<file path="config.mk">
export PLATFORM = sky130hd
export DESIGN_NAME = char_motion_ctrl_flat
export DESIGN_NICKNAME = d
export VERILOG_FILES = /design/src/rtl/char_motion_ctrl_if.sv /design/src/rtl/char_motion_ctrl.sv /design/src/flat_wrapper.sv
export SDC_FILE = /design/constraint.sdc
export NUM_CORES = 1
export LEC_CHECK = 0
export BUFFER_PORTS_ARGS = -buffer_cell sky130_fd_sc_hd__buf_2
export CORE_MARGIN = 2
export CORE_UTILIZATION = 35
export CTS_BUF_LIST = sky130_fd_sc_hd__clkbuf_4 sky130_fd_sc_hd__clkbuf_8
export CTS_CLUSTER_DIAMETER = 200
export DETAILED_ROUTE_END_ITERATION = 8
export GPL_TIMING_DRIVEN = 0
export SLEW_MARGIN = 20
export SYNTH_ARGS = -nofsm -noshare
export SYNTH_HDL_FRONTEND = slang
export SYNTH_SLANG_ARGS = --single-unit
</file>
<file path="constraint.sdc">
create_clock -name sys_clk -period 3.3 [get_ports sys_clk]
set_clock_uncertainty 0.15 [all_clocks]
set_input_delay 0.495 -clock sys_clk [delete_from_list [all_inputs] [get_ports sys_clk]]
set_output_delay 0.495 -clock sys_clk [all_outputs]
set_load 0.01 [all_outputs]
</file>
<file path="src/rtl/char_motion_ctrl_if.sv">
// Signal bundle between the board/collision side and the character motion sequencer.
// master drives buttons and contact flags; slave produces the per-frame velocity commands.
interface char_motion_ctrl_if #(
    parameter int VEL_WIDTH    = 8,
    parameter int CHARGE_WIDTH = 5
);
    logic                          frame_tick;
    logic                          left_btn;
    logic                          right_btn;
    logic                          jump_btn;
    logic                          on_ground;
    logic                          hit_wall_l;
    logic                          hit_wall_r;
    logic                          hit_ceiling;
    logic signed [VEL_WIDTH-1:0]   vx;
    logic signed [VEL_WIDTH-1:0]   vy;
    logic [2:0]                    state;
    logic                          facing;
    logic [CHARGE_WIDTH-1:0]       charge;
    logic                          jump_pulse;
    logic                          land_pulse;

    modport master (
        output frame_tick, left_btn, right_btn, jump_btn,
        output on_ground, hit_wall_l, hit_wall_r, hit_ceiling,
        input  vx, vy, state, facing, charge, jump_pulse, land_pulse
    );

    modport slave (
        input  frame_tick, left_btn, right_btn, jump_btn,
        input  on_ground, hit_wall_l, hit_wall_r, hit_ceiling,
        output vx, vy, state, facing, charge, jump_pulse, land_pulse
    );
endinterface

</file>
<file path="src/rtl/char_motion_ctrl.sv">
// Frame-rate character motion sequencer: synchronized buttons drive a charge-and-release
// jump FSM that emits signed per-frame velocity commands plus takeoff/landing strobes.
module char_motion_ctrl #(
    parameter int VEL_WIDTH    = 8,
    parameter int CHARGE_WIDTH = 5,
    parameter int MAX_CHARGE   = 31,
    parameter int WALK_SPEED   = 2,
    parameter int JUMP_VX      = 3,
    parameter int MIN_JUMP_VY  = 4,
    parameter int GRAVITY      = 1,
    parameter int MAX_FALL     = 12,
    parameter int LAND_FRAMES  = 3
) (
    input logic               sys_clk,
    input logic               sys_rst_n,
    char_motion_ctrl_if.slave bus
);

    typedef enum logic [2:0] {
        ST_IDLE   = 3'd0,
        ST_WALK   = 3'd1,
        ST_CHARGE = 3'd2,
        ST_AIR    = 3'd3,
        ST_LAND   = 3'd4
    } state_t;

    localparam int LCW = (LAND_FRAMES > 1) ? $clog2(LAND_FRAMES) : 1;

    localparam logic signed [VEL_WIDTH-1:0] WALK_V     = VEL_WIDTH'(WALK_SPEED);
    localparam logic signed [VEL_WIDTH-1:0] JUMP_V     = VEL_WIDTH'(JUMP_VX);
    localparam logic signed [VEL_WIDTH-1:0] MIN_JUMP_V = VEL_WIDTH'(MIN_JUMP_VY);
    localparam logic signed [VEL_WIDTH-1:0] GRAV_V     = VEL_WIDTH'(GRAVITY);
    localparam logic signed [VEL_WIDTH-1:0] FALL_V     = VEL_WIDTH'(MAX_FALL);
    localparam logic [CHARGE_WIDTH-1:0]     CHARGE_MAX = CHARGE_WIDTH'(MAX_CHARGE);
    localparam logic [LCW-1:0]              LAND_LAST  = LCW'(LAND_FRAMES - 1);

    logic [1:0] left_sync, right_sync, jump_sync;
    logic       left_s, right_s, jump_s;

    state_t                      state_q, state_d;
    logic signed [VEL_WIDTH-1:0] vx_q, vx_d, vy_q, vy_d;
    logic [CHARGE_WIDTH-1:0]     charge_q, charge_d;
    logic                        facing_q, facing_d;
    logic [LCW-1:0]              land_cnt_q, land_cnt_d;
    logic                        jump_pulse_q, jump_pulse_d;
    logic                        land_pulse_q, land_pulse_d;

    logic                        go_left, go_right, moving;
    logic signed [VEL_WIDTH-1:0] walk_vel, takeoff_vx, takeoff_vy, charge_v;
    logic signed [VEL_WIDTH-1:0] vy_inc, vy_fall;
    logic                        vx_neg, vx_pos, vy_neg;

    always_ff @(posedge sys_clk or negedge sys_rst_n) begin
        if (!sys_rst_n) begin
            left_sync  <= '0;
            right_sync <= '0;
            jump_sync  <= '0;
        end else begin
            left_sync  <= {left_sync[0],  bus.left_btn};
            right_sync <= {right_sync[0], bus.right_btn};
            jump_sync  <= {jump_sync[0],  bus.jump_btn};
        end
    end

    assign left_s  = left_sync[1];
    assign right_s = right_sync[1];
    assign jump_s  = jump_sync[1];

    assign go_left  = left_s & ~right_s;
    assign go_right = right_s & ~left_s;
    assign moving   = go_left | go_right;

    assign walk_vel   = go_left ? -WALK_V : (go_right ? WALK_V : '0);
    assign takeoff_vx = go_left ? -JUMP_V : (go_right ? JUMP_V : '0);
    assign charge_v   = VEL_WIDTH'(charge_q);
    assign takeoff_vy = -(MIN_JUMP_V + charge_v);

    // vy never exceeds MAX_FALL, so vy + GRAVITY cannot wrap before the clamp
    assign vy_inc  = vy_q + GRAV_V;
    assign vy_fall = (vy_inc > FALL_V) ? FALL_V : vy_inc;

    assign vx_neg = vx_q[VEL_WIDTH-1];
    assign vx_pos = !vx_q[VEL_WIDTH-1] && (vx_q != '0);
    assign vy_neg = vy_q[VEL_WIDTH-1];

    always_comb begin
        state_d      = state_q;
        vx_d         = vx_q;
        vy_d         = vy_q;
        charge_d     = charge_q;
        facing_d     = facing_q;
        land_cnt_d   = land_cnt_q;
        jump_pulse_d = 1'b0;
        land_pulse_d = 1'b0;
        if (bus.frame_tick) begin
            unique case (state_q)
                ST_IDLE: begin
                    vx_d = '0;
                    vy_d = '0;
                    if (jump_s) begin
                        state_d  = ST_CHARGE;
                        charge_d = '0;
                    end else if (!bus.on_ground) begin
                        state_d = ST_AIR;
                    end else if (moving) begin
                        state_d = ST_WALK;
                    end
                end
                ST_WALK: begin
                    if (moving) facing_d = go_right;
                    if (jump_s) begin
                        state_d  = ST_CHARGE;
                        vx_d     = '0;
                        charge_d = '0;
                    end else if (!bus.on_ground) begin
                        state_d = ST_AIR;
                        vy_d    = '0;
                    end else if (!moving) begin
                        state_d = ST_IDLE;
                        vx_d    = '0;
                    end else begin
                        vx_d = walk_vel;
                    end
                end
                ST_CHARGE: begin
                    vx_d = '0;
                    if (moving) facing_d = go_right;
                    if (!jump_s) begin
                        state_d      = ST_AIR;
                        vy_d         = takeoff_vy;
                        vx_d         = takeoff_vx;
                        charge_d     = '0;
                        jump_pulse_d = 1'b1;
                    end else if (!bus.on_ground) begin
                        state_d  = ST_AIR;
                        vy_d     = '0;
                        charge_d = '0;
                    end else if (charge_q != CHARGE_MAX) begin
                        charge_d = charge_q + 1'b1;
                    end
                end
                ST_AIR: begin
                    if (bus.on_ground && !vy_neg) begin
                        state_d      = ST_LAND;
                        vx_d         = '0;
                        vy_d         = '0;
                        land_pulse_d = 1'b1;
                        land_cnt_d   = '0;
                    end else begin
                        vy_d = (bus.hit_ceiling && vy_neg) ? GRAV_V : vy_fall;
                        if ((bus.hit_wall_l && vx_neg) || (bus.hit_wall_r && vx_pos))
                            vx_d = -vx_q;
                    end
                end
                ST_LAND: begin
                    if (land_cnt_q == LAND_LAST) begin
                        state_d    = ST_IDLE;
                        land_cnt_d = '0;
                    end else begin
                        land_cnt_d = land_cnt_q + 1'b1;
                    end
                end
                default: state_d = ST_IDLE;
            endcase
        end
    end

    always_ff @(posedge sys_clk or negedge sys_rst_n) begin
        if (!sys_rst_n) begin
            state_q      <= ST_IDLE;
            vx_q         <= '0;
            vy_q         <= '0;
            charge_q     <= '0;
            facing_q     <= 1'b1;
            land_cnt_q   <= '0;
            jump_pulse_q <= 1'b0;
            land_pulse_q <= 1'b0;
        end else begin
            state_q      <= state_d;
            vx_q         <= vx_d;
            vy_q         <= vy_d;
            charge_q     <= charge_d;
            facing_q     <= facing_d;
            land_cnt_q   <= land_cnt_d;
            jump_pulse_q <= jump_pulse_d;
            land_pulse_q <= land_pulse_d;
        end
    end

    assign bus.vx         = vx_q;
    assign bus.vy         = vy_q;
    assign bus.state      = state_q;
    assign bus.facing     = facing_q;
    assign bus.charge     = charge_q;
    assign bus.jump_pulse = jump_pulse_q;
    assign bus.land_pulse = land_pulse_q;

endmodule

</file>
<file path="src/flat_wrapper.sv">
// flat-port wrapper written by rule: the top's interface ports become plain ports
module char_motion_ctrl_flat 
#(
    parameter int VEL_WIDTH    = 8,
    parameter int CHARGE_WIDTH = 5,
    parameter int MAX_CHARGE   = 31,
    parameter int WALK_SPEED   = 2,
    parameter int JUMP_VX      = 3,
    parameter int MIN_JUMP_VY  = 4,
    parameter int GRAVITY      = 1,
    parameter int MAX_FALL     = 12,
    parameter int LAND_FRAMES  = 3
)
  (sys_clk, sys_rst_n, bus_frame_tick, bus_left_btn, bus_right_btn, bus_jump_btn, bus_on_ground, bus_hit_wall_l, bus_hit_wall_r, bus_hit_ceiling, bus_vx, bus_vy, bus_state, bus_facing, bus_charge, bus_jump_pulse, bus_land_pulse);
  char_motion_ctrl_if #(.VEL_WIDTH(VEL_WIDTH), .CHARGE_WIDTH(CHARGE_WIDTH)) bus_i ();
  input logic sys_clk;
  input logic sys_rst_n;
  input wire logic [$bits(bus_i.frame_tick)-1:0] bus_frame_tick;
  input wire logic [$bits(bus_i.left_btn)-1:0] bus_left_btn;
  input wire logic [$bits(bus_i.right_btn)-1:0] bus_right_btn;
  input wire logic [$bits(bus_i.jump_btn)-1:0] bus_jump_btn;
  input wire logic [$bits(bus_i.on_ground)-1:0] bus_on_ground;
  input wire logic [$bits(bus_i.hit_wall_l)-1:0] bus_hit_wall_l;
  input wire logic [$bits(bus_i.hit_wall_r)-1:0] bus_hit_wall_r;
  input wire logic [$bits(bus_i.hit_ceiling)-1:0] bus_hit_ceiling;
  output wire logic [$bits(bus_i.vx)-1:0] bus_vx;
  output wire logic [$bits(bus_i.vy)-1:0] bus_vy;
  output wire logic [$bits(bus_i.state)-1:0] bus_state;
  output wire logic [$bits(bus_i.facing)-1:0] bus_facing;
  output wire logic [$bits(bus_i.charge)-1:0] bus_charge;
  output wire logic [$bits(bus_i.jump_pulse)-1:0] bus_jump_pulse;
  output wire logic [$bits(bus_i.land_pulse)-1:0] bus_land_pulse;
  assign bus_i.frame_tick = bus_frame_tick;
  assign bus_i.left_btn = bus_left_btn;
  assign bus_i.right_btn = bus_right_btn;
  assign bus_i.jump_btn = bus_jump_btn;
  assign bus_i.on_ground = bus_on_ground;
  assign bus_i.hit_wall_l = bus_hit_wall_l;
  assign bus_i.hit_wall_r = bus_hit_wall_r;
  assign bus_i.hit_ceiling = bus_hit_ceiling;
  assign bus_vx = bus_i.vx;
  assign bus_vy = bus_i.vy;
  assign bus_state = bus_i.state;
  assign bus_facing = bus_i.facing;
  assign bus_charge = bus_i.charge;
  assign bus_jump_pulse = bus_i.jump_pulse;
  assign bus_land_pulse = bus_i.land_pulse;
  char_motion_ctrl #(.VEL_WIDTH(VEL_WIDTH), .CHARGE_WIDTH(CHARGE_WIDTH), .MAX_CHARGE(MAX_CHARGE), .WALK_SPEED(WALK_SPEED), .JUMP_VX(JUMP_VX), .MIN_JUMP_VY(MIN_JUMP_VY), .GRAVITY(GRAVITY), .MAX_FALL(MAX_FALL), .LAND_FRAMES(LAND_FRAMES)) u_core (.sys_clk(sys_clk), .sys_rst_n(sys_rst_n), .bus(bus_i));
endmodule
</file>
Word level (Yosys, flattened, before mapping)
Index checks and enable logic that the tools add are counted.
{ "classes": {"shifts": 0, "addsub": 6, "bitwise_logic": 5, "n_lt_le_gt_ge": 1, "n_mul": 0, "mux": 43, "reduce_logical": 21, "div_mod_pow": 0, "n_eq_ne": 16} }
{ "op_table": {"columns": ["op", "n"], "rows": [
  ["8-bit 2-to-1 mux", 14],
  ["8-bit one-hot mux with 4 select lines", 2],
  ["3-bit 2-to-1 mux", 10],
  ["5-bit 2-to-1 mux", 4],
  ["8-bit negation", 2],
  ["3-bit one-hot mux with 5 select lines", 1],
  ["5-bit one-hot mux with 2 select lines", 1],
  ["3-bit AND reduction", 3],
  ["8-bit by 2-bit adder with 8-bit output, second input constant", 1],
  ["8-bit by 5-bit > comparator with 1-bit output, second input constant", 1],
  ["2-bit 2-to-1 mux", 4],
  ["4-bit AND reduction", 2],
  ["8-bit nonzero test", 1],
  ["3-bit by 5-bit adder with 6-bit output, first input constant", 1],
  ["3-bit by 2-bit == test with 1-bit output, second input constant", 2],
  ["1-bit 2-to-1 mux", 6],
  ["2-bit by 1-bit != test with 1-bit output, second input constant", 3],
  ["6-bit AND reduction", 1],
  ["5-bit by 1-bit adder with 5-bit output, second input constant", 1],
  ["1-bit logical AND", 5],
  ["5-bit != test, second input constant", 1],
  ["4-bit by 2-bit != test with 1-bit output, second input constant", 1],
  ["4-bit by 3-bit != test with 1-bit output, second input constant", 1],
  ["4-bit != test, second input constant", 1],
  ["other kinds (18)", 23]
]} }
{ "word_totals": {"input_bits": 10, "mem_count": 0, "reg_bits": 35, "latch_bits": 0, "mem_bits_rw": 0, "mem_bits_ro": 0, "out_inout_bits": 27, "elab_cells": 103} }

Logic depth before layout (Yosys ltp)
{ "logic_depth": {"ltp_word": 8, "mapped_depth": 9, "depth_no_buf": 8} }

Least setup slack after synthesis
No wires, ideal clock.
{ "synth_path": {"path_type": "reg2reg", "start": "reg u_core.vx_q[0] (netlist: u_core.bus.vx[0])", "end": "reg u_core.vx_q[0] (netlist: u_core.bus.vx[0])", "stages_incl_launch_ff": 10, "synth_period_minus_slack_ns": 2.210, "n_path_buf": 1, "path_slack_ns": 1.090, "setup_time_ns": 0.104, "t_arrival_ns": 1.957, "required_time_ns": 3.046, "cell_sequence": "dfrtp_1 -> inv_1 -> ha_1 -> or3b_2 -> o21ai_2 -> o211ai_2 -> o311ai_4 -> or3_1 -> buf_6 -> o41ai_2"} }
{ "synth_via": {"elab_chain_cells": 6, "elab_cells_between_ends": 10, "cone_classes": "add/sub: 1; eq/ne: 1; mux: 3; reduce/logical: 5"} }
{ "synth_lines": {"columns": ["element", "line_no", "rtl"], "rows": [
  ["start, declared", "char_motion_ctrl.sv:41", "logic signed [VEL_WIDTH-1:0] vx_q, vx_d, vy_q, vy_d;"],
  ["start signal, assigned", "char_motion_ctrl.sv:180", "vx_q <= vx_d;"],
  ["branches (longest 6 deep; another with 8-bit negation)", null, null]
]} }
Several ways; the timed one is not identified. The select of a mux whose other input is x is not followed.
A chain may end at the register's enable or synchronous reset.

Worst setup path after layout
Same ends and word-level chain as after synthesis.

==> out/qor.csv <==
metric;value;unit
status;finished, final reports clean;
post-CTS setup buffers;0;
synth top area cells;dfrtp_1 37%, o21ai_0 5.5%, ha_1 4.9%, nor2_1 4.3%, xor2_1 2.7%;
syn nets;271;
first-pass GRT wire length;9060;um
htree depth;2;
Switching Power;0.000966;W
maximum clock frequency;419;MHz
setup_tns;0;ns
total CTS buffers;5;
fill count;632;
placed cell areas;2560;um^2
critical path type;reg -> reg;
initial antenna violation count;0;
Vias/cell;5.43;
Starting Density;36.2;%
area of the mapped netlist;2280;um^2
Total GRT Usage;15.4;%
Cells after Synth;252;
CTS Buffer Depth;2;
Seq/Total Area, Yosys;38.4;%
Final Instance Area;2640;um^2
vias in the first global route;1884;
die width;84.8;um
hold_buf cts;0;
Critical Path AT;2.43;ns
post-synth top area share;37.3;%
RSZ-0062 raised after global routing;false;
Layout Nets;314;
commonest cells after routing, fill and taps aside;38 x buf_2, 34 x dfrtp_1, 26 x nor2_1;
number of synthesized register bits;35;
Netlist cell types;58;
Iter 0 DRT Violations;122;
worst IR drop on VDD;0.000338;V
Finish-stage setup viols;0;
Startpoint Class;flip-flop;
Post-DRT Antenna Nets;0;
Reg clk slew, reported paths;0.07;ns
I/O pins;37;
Clock Power Share;14.4;%
total core area;6310;um^2
Power Density;799;nW/um^2
FF+latch area;877;um^2
Int Power;0.00115;W
drt drc;0;
most common cell after layout, fill and taps aside;buf_2;
Routed Wire Length;5310;um
Hold WC Path Type;in -> async;
detailed-route via count;2024;
Post-synth EDFFs;0;
crit share post-route;72.3;%
Worst EP required;3.34;ns
Pwr Total;0.00211;W
post-CTS sizing;0;
Reg power frac;34.7;%
asr flop ratio synth;100;%
drt wl/cell;14.2;um
Layout Area Growth over Synthesis;15.8;%
Clock Latency Late Sink;0.29;ns
combinational share of power;50.9;%
Pleak;1.25;nW
GP Congestion;0.840;
Sw Ratio;45.7;%
TritonCTS clock tree;yes;
Die ar.;7190;um^2
CP max FO;10;
Mean Syn Cell Area;9.06;um^2
crit path from;u_core.bus.vx[0];
warnings from Yosys;0;
Die Y;84.8;um
# rows;29;
main flop type after synthesis;dfrtp_1;
port bufs;36;
max_cap viols;0;
first drt pass iteration count;4;
Slew Viols, Final;0;
share of post-route cells with drive strength above 1;20.9;%
Synth area leader;dfrtp_1;
largest net degree at the start of global routing;36;
worst slew pin tran;0.792;ns
FF-to-FF Start;u_core.bus.vx[0];
overflow left after global routing;0;
minimum clock period;2.39;ns
Hold Vio Cnt, Final;0;
Setup crit end kind;flip-flop;
Slew HR;47.2;%
CTS sink cnt;35;
multi-input gate area in the final layout;1310;um^2
root buffer selected by CTS;clkbuf_8;
ant diodes;0;
post-DP HPWL;3840;um
logic make-up after synthesis:
family	after synthesis	synth area share, %
XOR/XNOR	11	4.22
buffers and inverters	20	4.22
flip-flops	35	38.4
multiplexers	3	1.37
AO/OA/AOI/OAI	74	23.3
adder cells (fa/ha/maj)	9	4.93
AND/OR/NAND/NOR	100	23.6
critical path, stage by stage, from the launching register on:
cell and delay, ns:
dfrtp_1 0.40, inv_1 0.06, ha_1 0.22, or3b_2 0.26, o21ai_2 0.07, o211ai_2 0.20
o311ai_4 0.20, or3_1 0.40, buf_6 0.14, o41ai_2 0.19
path summary, 6_finish.rpt:
kind | to | slack [ns] | depth (start not counted)
worst max-delay path | u_core.bus.vx[0] | 0.91 | 9
min in group sys_clk | u_core.left_sync[0] | 0.16 | 1
worst min-delay path | u_core.bus.vy[4] | 0.13 | 1
worst min register to register | u_core.left_sync[1] | 0.20 | 0
worst max register to register | u_core.bus.vx[0] | 0.91 | 9
max in group asynchronous | u_core.land_cnt_q[0] | 2.37 | 1
metrics by stage:
step	setup slack, ns	hold slack (ns)	cells	util (%)
global placement	0.960	0.184	365	40.5
floorplan	1.09	0.0494	252	-
detailed placement	0.918	0.185	365	40.5
CTS	0.888	0.143	373	41.9
finish	0.914	0.130	373	41.9
global route	0.734	0.144	373	41.9
layout make-up:
cell class                      count  share of cell area (%)
Clock buffer                        5                    2.60
Sequential cell                    35                    33.2
Multi-Input combinational cell    197                    49.6
Inverter                           10                    1.42
Tap cell                           77                    3.64
Timing Repair Buffer               36                    6.81
Clock inverter                      3                   0.568
Buffer                             10                    2.22
power by group through the flow:
stage	Clock (W)	Combinational, W	Sequential [W]
6_report	0.000305	0.00107	0.000733
5_1_grt	0.000338	0.00120	0.000757
4_1_cts	0.000318	0.00108	0.000729
3_5_place_dp	0	0.00107	0.000737
3_3_place_gp	0	0.00106	0.000734
2_1_floorplan	0	0.000730	0.000751
per-layer routing:
| layer | vias up | GRT usage (%) | routed length (um) |
|---|---|---|---|
| met5 | - | 0 | 0 |
| met4 | 0 | 4.33 | 60 |
| met3 | 6 | 3.54 | 285 |
| met2 | 46 | 23.3 | 2360 |
| met1 | 961 | 22.2 | 2600 |
| li1 | 1011 | - | - |
synth_stat cells, types with 7 or more instances:
cell type and n:
nand3_1 7, o21ai_0 25, and3_1 8, nor3_1 8, inv_1 10, nand2_1 16, nor2b_1 8, ha_1 9
a21oi_1 9, nor2_1 26, xor2_1 7, dfrtp_1 34
flip-flops by register name, summed over array words and instances (netlist names):
| signal | count |
|---|---|
| u_core.land_cnt_q | 2 |
| u_core.bus.state | 3 |
| u_core.jump_sync | 2 |
| u_core.bus.land_pulse | 1 |
| u_core.bus.vy | 8 |
| u_core.right_sync | 2 |
| u_core.left_sync | 2 |
| u_core.bus.facing | 1 |
| u_core.bus.charge | 5 |
| u_core.bus.jump_pulse | 1 |
| u_core.bus.vx | 8 |
Note: power is estimated with default switching activity, not from simulation.
